[config.mk]
export PLATFORM = sky130hd
export DESIGN_NAME = pipeline_ctrl
export DESIGN_NICKNAME = d
export VERILOG_FILES = /design/src/rtl/pipeline_ctrl.sv
export SDC_FILE = /design/constraint.sdc
export NUM_CORES = 1
export LEC_CHECK = 0
export ABC_CLOCK_PERIOD_IN_PS = 2800
export CORE_ASPECT_RATIO = 0.8
export CORE_MARGIN = 1
export CORE_UTILIZATION = 50
export DETAILED_ROUTE_END_ITERATION = 10
export PLACE_DENSITY = 0.92
export SETUP_SLACK_MARGIN = 0.05
export SLEW_MARGIN = 25
export SYNTH_ARGS = -nofsm -noshare
export SYNTH_HDL_FRONTEND = slang
export SYNTH_SLANG_ARGS = --single-unit
[constraint.sdc]
create_clock -name clk -period 2.8 [get_ports clk]
set_input_delay 0.28 -clock clk [delete_from_list [all_inputs] [get_ports clk]]
set_output_delay 0.28 -clock clk [all_outputs]
set_load 0.02 [all_outputs]
[src/rtl/pipeline_ctrl.sv]
// pipeline_ctrl: central stall/flush/redirect controller for the 5-stage RV32I
// pipeline. It combines the stall requests from the stages, sequences the
// branch redirects coming from ID, keeps stall and redirect counters, and
// raises a sticky error when a MEM access takes too long.
module pipeline_ctrl #(
    parameter int unsigned ADDR_W      = 32,
    parameter int unsigned CNT_W       = 32,
    parameter int unsigned MEM_TIMEOUT = 1024
) (
    input  logic              clk,
    input  logic              rst,
    input  logic              if_stall_req_i,
    input  logic              id_stall_req_i,
    input  logic              mem_stall_req_i,
    input  logic              branch_enable_i,
    input  logic [ADDR_W-1:0] branch_addr_i,
    output logic [5:0]        stall_o,
    output logic              flush_ifid_o,
    output logic              redirect_o,
    output logic [ADDR_W-1:0] redirect_addr_o,
    output logic [CNT_W-1:0]  stall_cycles_o,
    output logic [CNT_W-1:0]  redirect_count_o,
    output logic              err_o
);

    localparam int unsigned TMO_W = $clog2(MEM_TIMEOUT + 1);
    localparam logic [TMO_W-1:0] TMO_MAX  = TMO_W'(MEM_TIMEOUT);
    localparam logic [TMO_W-1:0] TMO_LAST = TMO_W'(MEM_TIMEOUT - 1);

    typedef enum logic {
        RUN  = 1'b0,
        PEND = 1'b1
    } state_t;

    state_t            state;
    state_t            state_nxt;
    logic [ADDR_W-1:0] pend_addr;
    logic [5:0]        stall_vec;
    logic              accept;
    logic              redirect;
    logic [ADDR_W-1:0] redirect_addr;
    logic [CNT_W-1:0]  stall_cnt;
    logic [CNT_W-1:0]  redir_cnt;
    logic [TMO_W-1:0]  tmo_cnt;
    logic              err;

    // A branch from ID is only taken while nothing downstream of IF holds ID;
    // a frozen ID re-presents the same branch later.
    assign accept = branch_enable_i && !mem_stall_req_i && !id_stall_req_i;

    // Stall arbitration, MEM has priority over ID, ID over IF.
    always_comb begin
        stall_vec = '0;
        if (mem_stall_req_i) begin
            stall_vec = 6'b011111;
        end else if (id_stall_req_i) begin
            stall_vec = 6'b000111;
        end else if (if_stall_req_i) begin
            stall_vec = 6'b000011;
        end
    end

    // State register.
    always_ff @(posedge clk) begin
        if (rst) begin
            state <= RUN;
        end else begin
            state <= state_nxt;
        end
    end

    // Next-state logic: park a branch in PEND while IF is still fetching.
    always_comb begin
        state_nxt = state;
        case (state)
            RUN: begin
                if (accept && if_stall_req_i) begin
                    state_nxt = PEND;
                end
            end
            PEND: begin
                if (!if_stall_req_i && !mem_stall_req_i) begin
                    state_nxt = RUN;
                end
            end
            default: state_nxt = RUN;
        endcase
    end

    // Capture the target of a branch that has to wait for IF.
    always_ff @(posedge clk) begin
        if (rst) begin
            pend_addr <= '0;
        end else if (state == RUN && accept && if_stall_req_i) begin
            pend_addr <= branch_addr_i;
        end
    end

    // Output logic: one-cycle redirect, either immediate or from PEND.
    always_comb begin
        redirect      = 1'b0;
        redirect_addr = '0;
        if (!rst) begin
            case (state)
                RUN: begin
                    if (accept && !if_stall_req_i) begin
                        redirect      = 1'b1;
                        redirect_addr = branch_addr_i;
                    end
                end
                PEND: begin
                    if (!if_stall_req_i && !mem_stall_req_i) begin
                        redirect      = 1'b1;
                        redirect_addr = pend_addr;
                    end
                end
                default: begin
                    redirect      = 1'b0;
                    redirect_addr = '0;
                end
            endcase
        end
    end

    // Saturating performance counters.
    always_ff @(posedge clk) begin
        if (rst) begin
            stall_cnt <= '0;
            redir_cnt <= '0;
        end else begin
            if (stall_vec != 6'b0 && stall_cnt != '1) begin
                stall_cnt <= stall_cnt + 1'b1;
            end
            if (redirect && redir_cnt != '1) begin
                redir_cnt <= redir_cnt + 1'b1;
            end
        end
    end

    // MEM timeout: err sets on the edge where the run length reaches the limit.
    always_ff @(posedge clk) begin
        if (rst) begin
            tmo_cnt <= '0;
            err     <= 1'b0;
        end else if (mem_stall_req_i) begin
            if (tmo_cnt != TMO_MAX) begin
                tmo_cnt <= tmo_cnt + 1'b1;
            end
            if (tmo_cnt >= TMO_LAST) begin
                err <= 1'b1;
            end
        end else begin
            tmo_cnt <= '0;
        end
    end

    // Every output reads zero while reset is held.
    assign stall_o          = rst ? 6'b0 : stall_vec;
    assign redirect_o       = redirect;
    assign flush_ifid_o     = redirect;
    assign redirect_addr_o  = redirect_addr;
    assign stall_cycles_o   = rst ? '0 : stall_cnt;
    assign redirect_count_o = rst ? '0 : redir_cnt;
    assign err_o            = rst ? 1'b0 : err;

endmodule

-- Yosys cells after proc, flatten, opt, wreduce, memory -nomap -nowiden
Cells that the tools add are included.
- register bits after elaboration: 109
- input port bits: 38
- output and inout bits: 105
- logic and storage cells: 48
- add/sub/neg operators: 3
- magnitude comparators: 1
- equal/unequal tests: 3
- muxes and demuxes: 18
- bitwise gates (word level): 2
- reduce and logical (&&, ||, !) cells: 15
- operators by type and width (operator ; count):
    2-to-1 mux 32 bit ; 5
    adder 32 x 1 -> 32 bit, second input constant ; 2
    inequality test 32 bit, second input constant ; 2
    one-hot mux 32 bit (2 select lines) ; 1
    adder 11 x 1 -> 11 bit, second input constant ; 1
    >= comparator 11 x 10 -> 1 bit, second input constant ; 1
    inequality test 11 bit, second input constant ; 1
    logical AND 1 bit ; 9
    2-to-1 mux 1 bit ; 6
    2-to-1 mux 6 bit ; 1
    nonzero test 6 bit ; 1
    2-to-1 mux 5 bit ; 1
    one-hot mux 1 bit (2 select lines) ; 2
    zero test 1 bit ; 3
    2-to-1 mux 3 bit ; 1
    2-to-1 mux 2 bit ; 1
    NOT 1 bit ; 2
    AND reduction 2 bit ; 1
    OR reduction 2 bit ; 1

-- Logic depth before layout (Yosys ltp)
Gate-level depths: netlist (run 1).
- depth in word-level cells: 8
- mapped depth: 7
- gate-level depth less buffers: 6

-- Least setup slack after synthesis (run 1)
No wires, ideal clock.
- kind: flip-flop to flip-flop
- from: reg redir_cnt[0]
- to: reg redir_cnt[15]
- setup time: 0.121 ns
- data arrival time: 2.105 ns
- required time: 2.679 ns
- slack: 0.574 ns
- stages on the path, launching flop included: 7
- buffers on the path: 0
- clock period less this slack: 2.226 ns
- path through: dfxtp_1 ha_1 nand4_1 nor4_1 a21oi_1 nand3_1 mux2_2
- cells in the longest elaborated chain, start to end: 2
- elaborated cells between the ends (all ways): 3
- classes of those cells: 1 x add/sub; 1 x eq/ne; 1 x reduce/logical
- ends and longest elaborated chain (what ; RTL line ; source):
    start, declared ; 43 ; logic [CNT_W-1:0] redir_cnt;
    start signal, assigned ; 135 ; redir_cnt <= redir_cnt + 1'b1;
    branches (longest 2 deep; another with adder 32 x 1 -> 32 bit) ; -- ;
Parallel ways; which one is timed is not known.
A chain may end at the register's enable or synchronous reset.

-- Final worst setup path (run 1)
- from: in mem_stall_req_i
- to: out redirect_addr_o[2]
- cells in the longest elaborated chain, start to end: 7
- elaborated cells between the ends (all ways): 9
- classes of those cells: 4 x mux; 5 x reduce/logical
- ends and longest elaborated chain (what ; RTL line ; source):
    start, declared ; 14 ; input logic mem_stall_req_i,
    zero test 1 bit (*) ; 49, 112 ;
    logical AND 1 bit (2 in a row) ; 49 ; assign accept = branch_enable_i && !mem_stall_req_i && !id_stall_req_i;
    logical AND 1 bit ; 106 ; if (accept && !if_stall_req_i) begin
    2-to-1 mux 32 bit ; 106 ;
    one-hot mux 32 bit (2 select lines) (*) ; 104 ; case (state)
    2-to-1 mux 32 bit (*) ; 103 ; if (!rst) begin
    end, declared ; 20 ; output logic [ADDR_W-1:0] redirect_addr_o,
Mark *: on every way between the ends. The rest lies on a longest branch, timed or not.

==> impl_metrics.yaml, run 1 <==
status:
  status: "finished clean"
final_layout:
  finalNetCount: 927
  syn2layout_area_growth_pct: 32.8
  nFillCells: 919
  finalInstanceArea_um2: 7790
  fin_cells: 1038
  final_layout_size_suffix_gt1_share_pct: 7.75
  multi_input_area_um2: 3460
  antenna_cells: 0
  utilization_pct: 67.9
  regArea_um2: 2180
cts:
  cts_resized: 0
  clock-sinks: 109
  cts_tree: "built"
  cts_buffer_depth: 2
  numCtsBuffers: 9
  cts-root-buf: "clkbuf_16"
  clk_latency_ns: 0.35
  htree_levels: 3
  post-cts-setup-buffer-count: 0
  path_clk_slew_ns: 0.07
  postCtsHoldBufs: 0
global_route:
  grt_pass1_wl_mm: 24.2
  antenna_found_initial: 0
  grt_pass1_vias: 5108
  grt_max_degree: 165
  grt.total_usage_pct: 24.5
  grt_overflow: 0
yosys:
  synthCells: 756
  syn_nets: 798
  ys_top_cells_by_area: "dfxtp_1 37%, nand2_1 6.8%, nor2b_1 6.7%"
  synth.yosys.seq_area_share_pct: 37.2
  synth.top_cell.area_share_pct: 37.2
  syn-mean-instance-area_um2: 7.77
  synth.cell_area_um2: 5870
  synth_largest_area_cell: "dfxtp_1"
  yosysWarnings: 0
  synth_cell_types: 49
  yosys_register_bits: 109
placement:
  placed_cells: 1022
  gp_congestion: 0.889
  dp_hpwl_mm: 10.6
  portBuffers: 141
  place_area_um2: 7470
sta:
  final.setup.tns_ns: 0
  timing.fmax_mhz: 391
  holdWs_ns: 0.456
  relSlewSlack_pct: 46.3
  rsz0062_at_grt: "no"
  period_share_pct: 91.3
  tightest_slew_ns: 0.798
  hold_viol: 0
  slew_violations: 0
  min_period_ns: 2.56
  fin_skew_ns: 0.00658
  setup_viol: 0
routing:
  ant_nets: 0
  wl_mm: 15.2
  vias: 5889
  firstDrtPassIters: 5
  routedWlPerCell_um: 14.7
  drtIter0Drc: 414
  vias_per_cell: 5.67
  drc_errors: 0
floorplan:
  io_pins: 143
  num_rows: 35
  die_w_um: 123
  die-area_um2: 12200
  start_util_pct: 51.2
  die_h_um: 98.9
  core_area_um2: 11500
power_and_ir_drop:
  p_leak_nw: 2.53
  p_per_area_nw_per_um2: 413
  ir_worst_vdd_mv: 0.282
worst_setup_path:
  worst_path_dominant_cell_family: "buffers and inverters"
  critPathArrivalTime_ns: 2.28
  critPathLaunchType: "primary input"
  slowest_stage: "clkdlybuf4s50_1"
  crit_path_end_kind: "output pin"
  slowest_delay_ns: 0.62
  path_depth: 7
  ff2ff_path_depth: 5
  worstSetupPathType: "in -> out"
  path_buf_inv: 4
  critical_path_required_ns: 2.52
  path_cells: "clkdlybuf4s50_1 -> nor3_1 -> buf_4 -> o21ai_2 -> buf_4 -> nor2_1 -> clkdlybuf4s50_1"
  path_max_fanout: 41
run:
  drv_cap: 0
worst_hold_path:
  holdCritPathClass: "reg -> reg"
  min_path_cells: 2
-- layout make-up --
cell class / count / area share, %
Multi-Input combinational cell: 590 / 44.4
Sequential cell: 109 / 28.0
Timing Repair Buffer: 165 / 20.5
Clock buffer: 11 / 3.11
Tap cell: 148 / 2.38
Clock inverter: 5 / 1.08
Inverter: 10 / 0.482
-- stage by stage --
stage                     setup WS [ns]  total power, mW
after floorplan                   0.574             1.75
after global placement           0.0905             1.86
after detailed placement         0.0959             1.86
after CTS                         0.252             3.23
after global routing              0.174             3.32
final                             0.244             3.22
-- where the power goes --
part / leakage, nW / internal (mW) / switching (mW)
combinational: 1.50 / 0.118 / 0.132
clock: 0.152 / 0.811 / 0.577
sequential: 0.880 / 1.57 / 0.0126
total: 2.53 / 2.49 / 0.722
-- tightest hold or removal path, stage by stage, from the launching register on --
cell and delay (ns):
dfxtp_1 0.31, nand2_1 0.05, a21oi_1 0.05
-- registers in the layout, indices dropped and copies added, names as in the netlist --
register and cells:
pend_addr 32, redir_cnt 32, stall_cnt 32, tmo_cnt 11, err 1, state 1
-- cells in the final DEF (no fill, tap or decap), types with 2 or more instances in the layout --
cell type and count:
or4_1 24, dfxtp_1 108, mux2i_1 32, buf_4 24, nand4_1 24, nand2_1 107, ha_1 4, or2_2 3
a31oi_1 3, and2_1 2, nand3_1 23, inv_1 10, bufinv_16 2, o2111ai_1 3, nand4b_1 4, nor2b_1 63
nor2_1 92, clkbuf_16 9, clkdlybuf4s50_1 140, and4_1 5, nor3_1 14, o21ai_0 25, or3_1 16, nor4_2 2
nor4_1 4, nor4b_1 4, mux2_2 17, xor2_1 6, o31ai_1 16, clkinvlp_4 2, a21oi_1 68, xnor2_1 9
and3_1 2
-- final timing paths --
check / slack, ns / start / endpoint
setup reg to reg: 0.31 / redir_cnt[8]$_SDFFE_PP0P_ / redir_cnt[30]$_SDFFE_PP0P_
hold / removal: 0.46 / pend_addr[29]$_SDFFE_PP0P_ / pend_addr[29]$_SDFFE_PP0P_
setup / recovery: 0.24 / mem_stall_req_i / redirect_addr_o[2]
hold reg to reg: 0.46 / pend_addr[29]$_SDFFE_PP0P_ / pend_addr[29]$_SDFFE_PP0P_
-- synthesized netlist by cell type, drive strengths merged --
cell type and number:
nor3 14, a2111o 1, dfxtp 109, o31ai 16
nand4 25, a21o 1, or4 24, a2111oi 2
or3b 1, nand2b 1, buf 22, clkbuf 25
nand3 24, o21bai 1, and4b 1, nor4 7
mux2i 32, inv 10, or2 4, a21oi 68
xor2 6, ha 4, and4 5, o41ai 1
conb 1, nor4b 4, xnor2 9, a211oi 1
o21ai 26, nand2 107, nor2 92, a31oi 3
mux2 18, o2111ai 3, nand4b 4, and3 2
nor2b 63, or3 16, nor3b 1, and2 2
-- layer usage --
| metal | wire length, um | GRT usage [%] |
|---|---|---|
| met3 | 662 | 4.22 |
| met4 | 299 | 8.34 |
| met5 | 0 | 0 |
| met2 | 7160 | 39.6 |
| met1 | 7100 | 32.9 |
-- logic make-up (layout without fill, tap and decap cells) --
| family | count (synthesis) | count (layout) | synth area share, % |
|---|---|---|---|
| buffers and inverters | 57 | 191 | 4.11 |
| muxes | 50 | 50 | 8.91 |
| and+or+nand+nor | 397 | 397 | 34.7 |
| adders and majority gates | 4 | 4 | 0.852 |
| other | 1 | 1 | 0.0639 |
| DFF | 109 | 109 | 37.2 |
| AOI/OAI and AO/OA | 123 | 123 | 12.0 |
| xor gates and xnor gates | 15 | 15 | 2.24 |
No activity file was read; power rests on OpenSTA's default activity.
==> run 2: changes to the inputs <==
--- a/config.mk
+++ b/config.mk
@@ -5,6 +5,7 @@
 export SDC_FILE = /design/constraint.sdc
 export NUM_CORES = 1
 export LEC_CHECK = 0
+export ABC_AREA = 0
 export ABC_CLOCK_PERIOD_IN_PS = 2800
 export CORE_ASPECT_RATIO = 0.8
 export CORE_MARGIN = 1
==> results of run 2 <==
Same layout as run 1: the final DEF is identical, and so are final timing and power.
==> run 3: changes to the inputs <==
--- a/config.mk
+++ b/config.mk
@@ -7,13 +7,14 @@
 export LEC_CHECK = 0
 export ABC_AREA = 0
 export ABC_CLOCK_PERIOD_IN_PS = 2800
+export CELL_PAD_IN_SITES_DETAIL_PLACEMENT = 1
+export CELL_PAD_IN_SITES_GLOBAL_PLACEMENT = 2
 export CORE_ASPECT_RATIO = 0.8
 export CORE_MARGIN = 1
-export CORE_UTILIZATION = 50
+export CORE_UTILIZATION = 28
 export DETAILED_ROUTE_END_ITERATION = 10
-export PLACE_DENSITY = 0.92
+export PLACE_DENSITY = 0.91
 export SETUP_SLACK_MARGIN = 0.05
-export SLEW_MARGIN = 25
 export SYNTH_ARGS = -nofsm -noshare
 export SYNTH_HDL_FRONTEND = slang
 export SYNTH_SLANG_ARGS = --single-unit
==> impl_metrics.yaml, run 3 (same netlist as run 1, synthesis figures left out) <==
floorplan:
  start_util_pct: 29.1
  num_rows: 46
  io_pins: 143
  die_w_um: 164
  die-area_um2: 21600
  die_h_um: 132
  core_area_um2: 20200
power_and_ir_drop:
  p_comb_share_pct: 7.8
  clkPwrFrac_pct: 44.0
  ir_worst_vdd_mv: 0.286
  p_leak_nw: 2.59
  p_seq_share_pct: 48.2
  p_per_area_nw_per_um2: 408
  power.switching_mw: 0.776
  power.total_mw: 3.28
  p_sw_share_pct: 23.7
  internal_power_mw: 2.50
worst_hold_path:
  worstHoldStart: "rst"
  min_path_cells: 4
  holdPathEnd: "tmo_cnt[2]$_SDFFE_PN0P_"
  holdCritPathClass: "in -> reg"
global_route:
  grt_pass1_vias: 5728
  grt.total_usage_pct: 17.1
  grt_overflow: 0
  antenna_found_initial: 0
  grt_pass1_wl_mm: 29.8
  grt_max_degree: 92
cts:
  cts_tree: "built"
  cts_resized: 0
  cts_buffer_depth: 2
  numCtsBuffers: 9
  post-cts-setup-buffer-count: 0
  clock-sinks: 109
  htree_levels: 3
  cts-root-buf: "clkbuf_16"
  postCtsHoldBufs: 0
  path_clk_slew_ns: 0.08
  clk_latency_ns: 0.36
routing:
  vias: 5881
  routedWlPerCell_um: 15.7
  ant_nets: 0
  drc_errors: 0
  firstDrtPassIters: 4
  wl_mm: 18.3
  vias_per_cell: 5.05
  drtIter0Drc: 247
worst_setup_path:
  slowest_stage: "o21ai_0"
  critPathArrivalTime_ns: 2.74
  r2r_start: "stall_cnt[25]$_SDFFE_PP0P_"
  critPathLaunchType: "flip-flop"
  worstSetupPathType: "reg -> reg"
  path_buf_inv: 0
  path_max_fanout: 11
  critical_path_required_ns: 3.06
  slowest_delay_ns: 0.76
  ff2ff_path_depth: 5
  crit_path_end_kind: "flip-flop"
  worst_path_dominant_cell_family: "simple AND/OR/NAND/NOR gates"
  regToRegEndpoint: "stall_cnt[16]$_SDFFE_PP0P_"
  path_cells: "nand4_1 -> or4_1 -> o21ai_0 -> nor2b_1 -> mux2_2"
  rrSetupSlack_ns: 0.32
sta:
  tightest_slew_ns: 0.925
  hold_viol: 0
  slew_violations: 0
  timing.fmax_mhz: 403
  setup_viol: 0
  min_period_ns: 2.48
  relSlewSlack_pct: 38.3
  final.setup.tns_ns: 0
  rsz0062_at_grt: "no"
  period_share_pct: 88.5
  fin_skew_ns: 0.0122
placement:
  placed_cells: 1149
  dp_hpwl_mm: 13.3
  gp_congestion: 0.734
  portBuffers: 141
final_layout:
  multi_input_area_um2: 3470
  top_regs: "pend_addr x32, redir_cnt x32, stall_cnt x32"
  finalNetCount: 938
  final_layout_size_suffix_gt1_share_pct: 8.99
  antenna_cells: 0
  final_common_cell: "clkdlybuf4s50_1"
  final_cell_mix: "140 x clkdlybuf4s50_1, 108 x dfxtp_1, 107 x nand2_1, 92 x nor2_1, 68 x a21oi_1"
  fin_cells: 1165
  regArea_um2: 2180
  nFillCells: 2420
  syn2layout_area_growth_pct: 36.9
run:
  drv_cap: 0
status:
  status: "finished clean"
-- run 3: layout make-up --
type                       count  area share (%)
multi-input combinational    590            43.2
sequential                   109            27.2
clock inverter                 6            1.17
clock buffer                  10            2.97
tap                          264            4.11
inverter                      10           0.467
timing repair buffer         176            21.0
-- run 3: worst max-delay path by stage --
| stage | start | cells after the start | end |
|---|---|---|---|
| global placement | branch_enable_i | 6 | redir_cnt[30]$_SDFFE_PP0P_ |
| CTS | stall_cnt[25]$_SDFFE_PP0P_ | 5 | stall_cnt[16]$_SDFFE_PP0P_ |
| floorplan | redir_cnt[0]$_SDFFE_PP0P_ | 6 | redir_cnt[15]$_SDFFE_PP0P_ |
| detailed placement | branch_enable_i | 6 | redir_cnt[30]$_SDFFE_PP0P_ |
| global route | stall_cnt[25]$_SDFFE_PP0P_ | 5 | stall_cnt[16]$_SDFFE_PP0P_ |
| finish | stall_cnt[25]$_SDFFE_PP0P_ | 5 | stall_cnt[16]$_SDFFE_PP0P_ |
-- run 3: per-stage QoR --
stage / util [%] / cell area [um^2] / hold WS [ns] / setup WS (ns)
final: 39.8 / 8040 / 0.446 / 0.321
after global routing: 39.8 / 8040 / 0.470 / 0.128
after detailed placement: 38.1 / 7700 / 0.448 / 0.0528
after CTS: 39.8 / 8040 / 0.456 / 0.308
after floorplan: - / 5870 / 0.416 / 0.574
after global placement: 38.1 / 7700 / 0.442 / 0.120
-- run 3: routing by layer --
layer  vias to the layer above  wire (um)  track usage (%)  part of all wire (%)
li1                       2929          -                -                     -
met3                        12        503             2.75                   2.8
met1                      2849       9100             23.6                    50
met4                         0        207             3.86                   1.1
met5                         -          0                0                     0
met2                        91       8450             27.6                    46
-- run 3: tightest hold or removal path, delay by kind of cell --
kind,cells,cell delay (ns)
AND/OR/NAND/NOR,2,0.20
buffers and inverters,2,0.28
-- run 3: power groups by stage --
stage	logic [mW]	clock network (mW)	registers, mW
6_report	0.257	1.44	1.58
5_1_grt	0.280	1.53	1.58
4_1_cts	0.261	1.49	1.58
3_5_place_dp	0.260	0	1.61
3_3_place_gp	0.254	0	1.61
2_1_floorplan	0.135	0	1.61
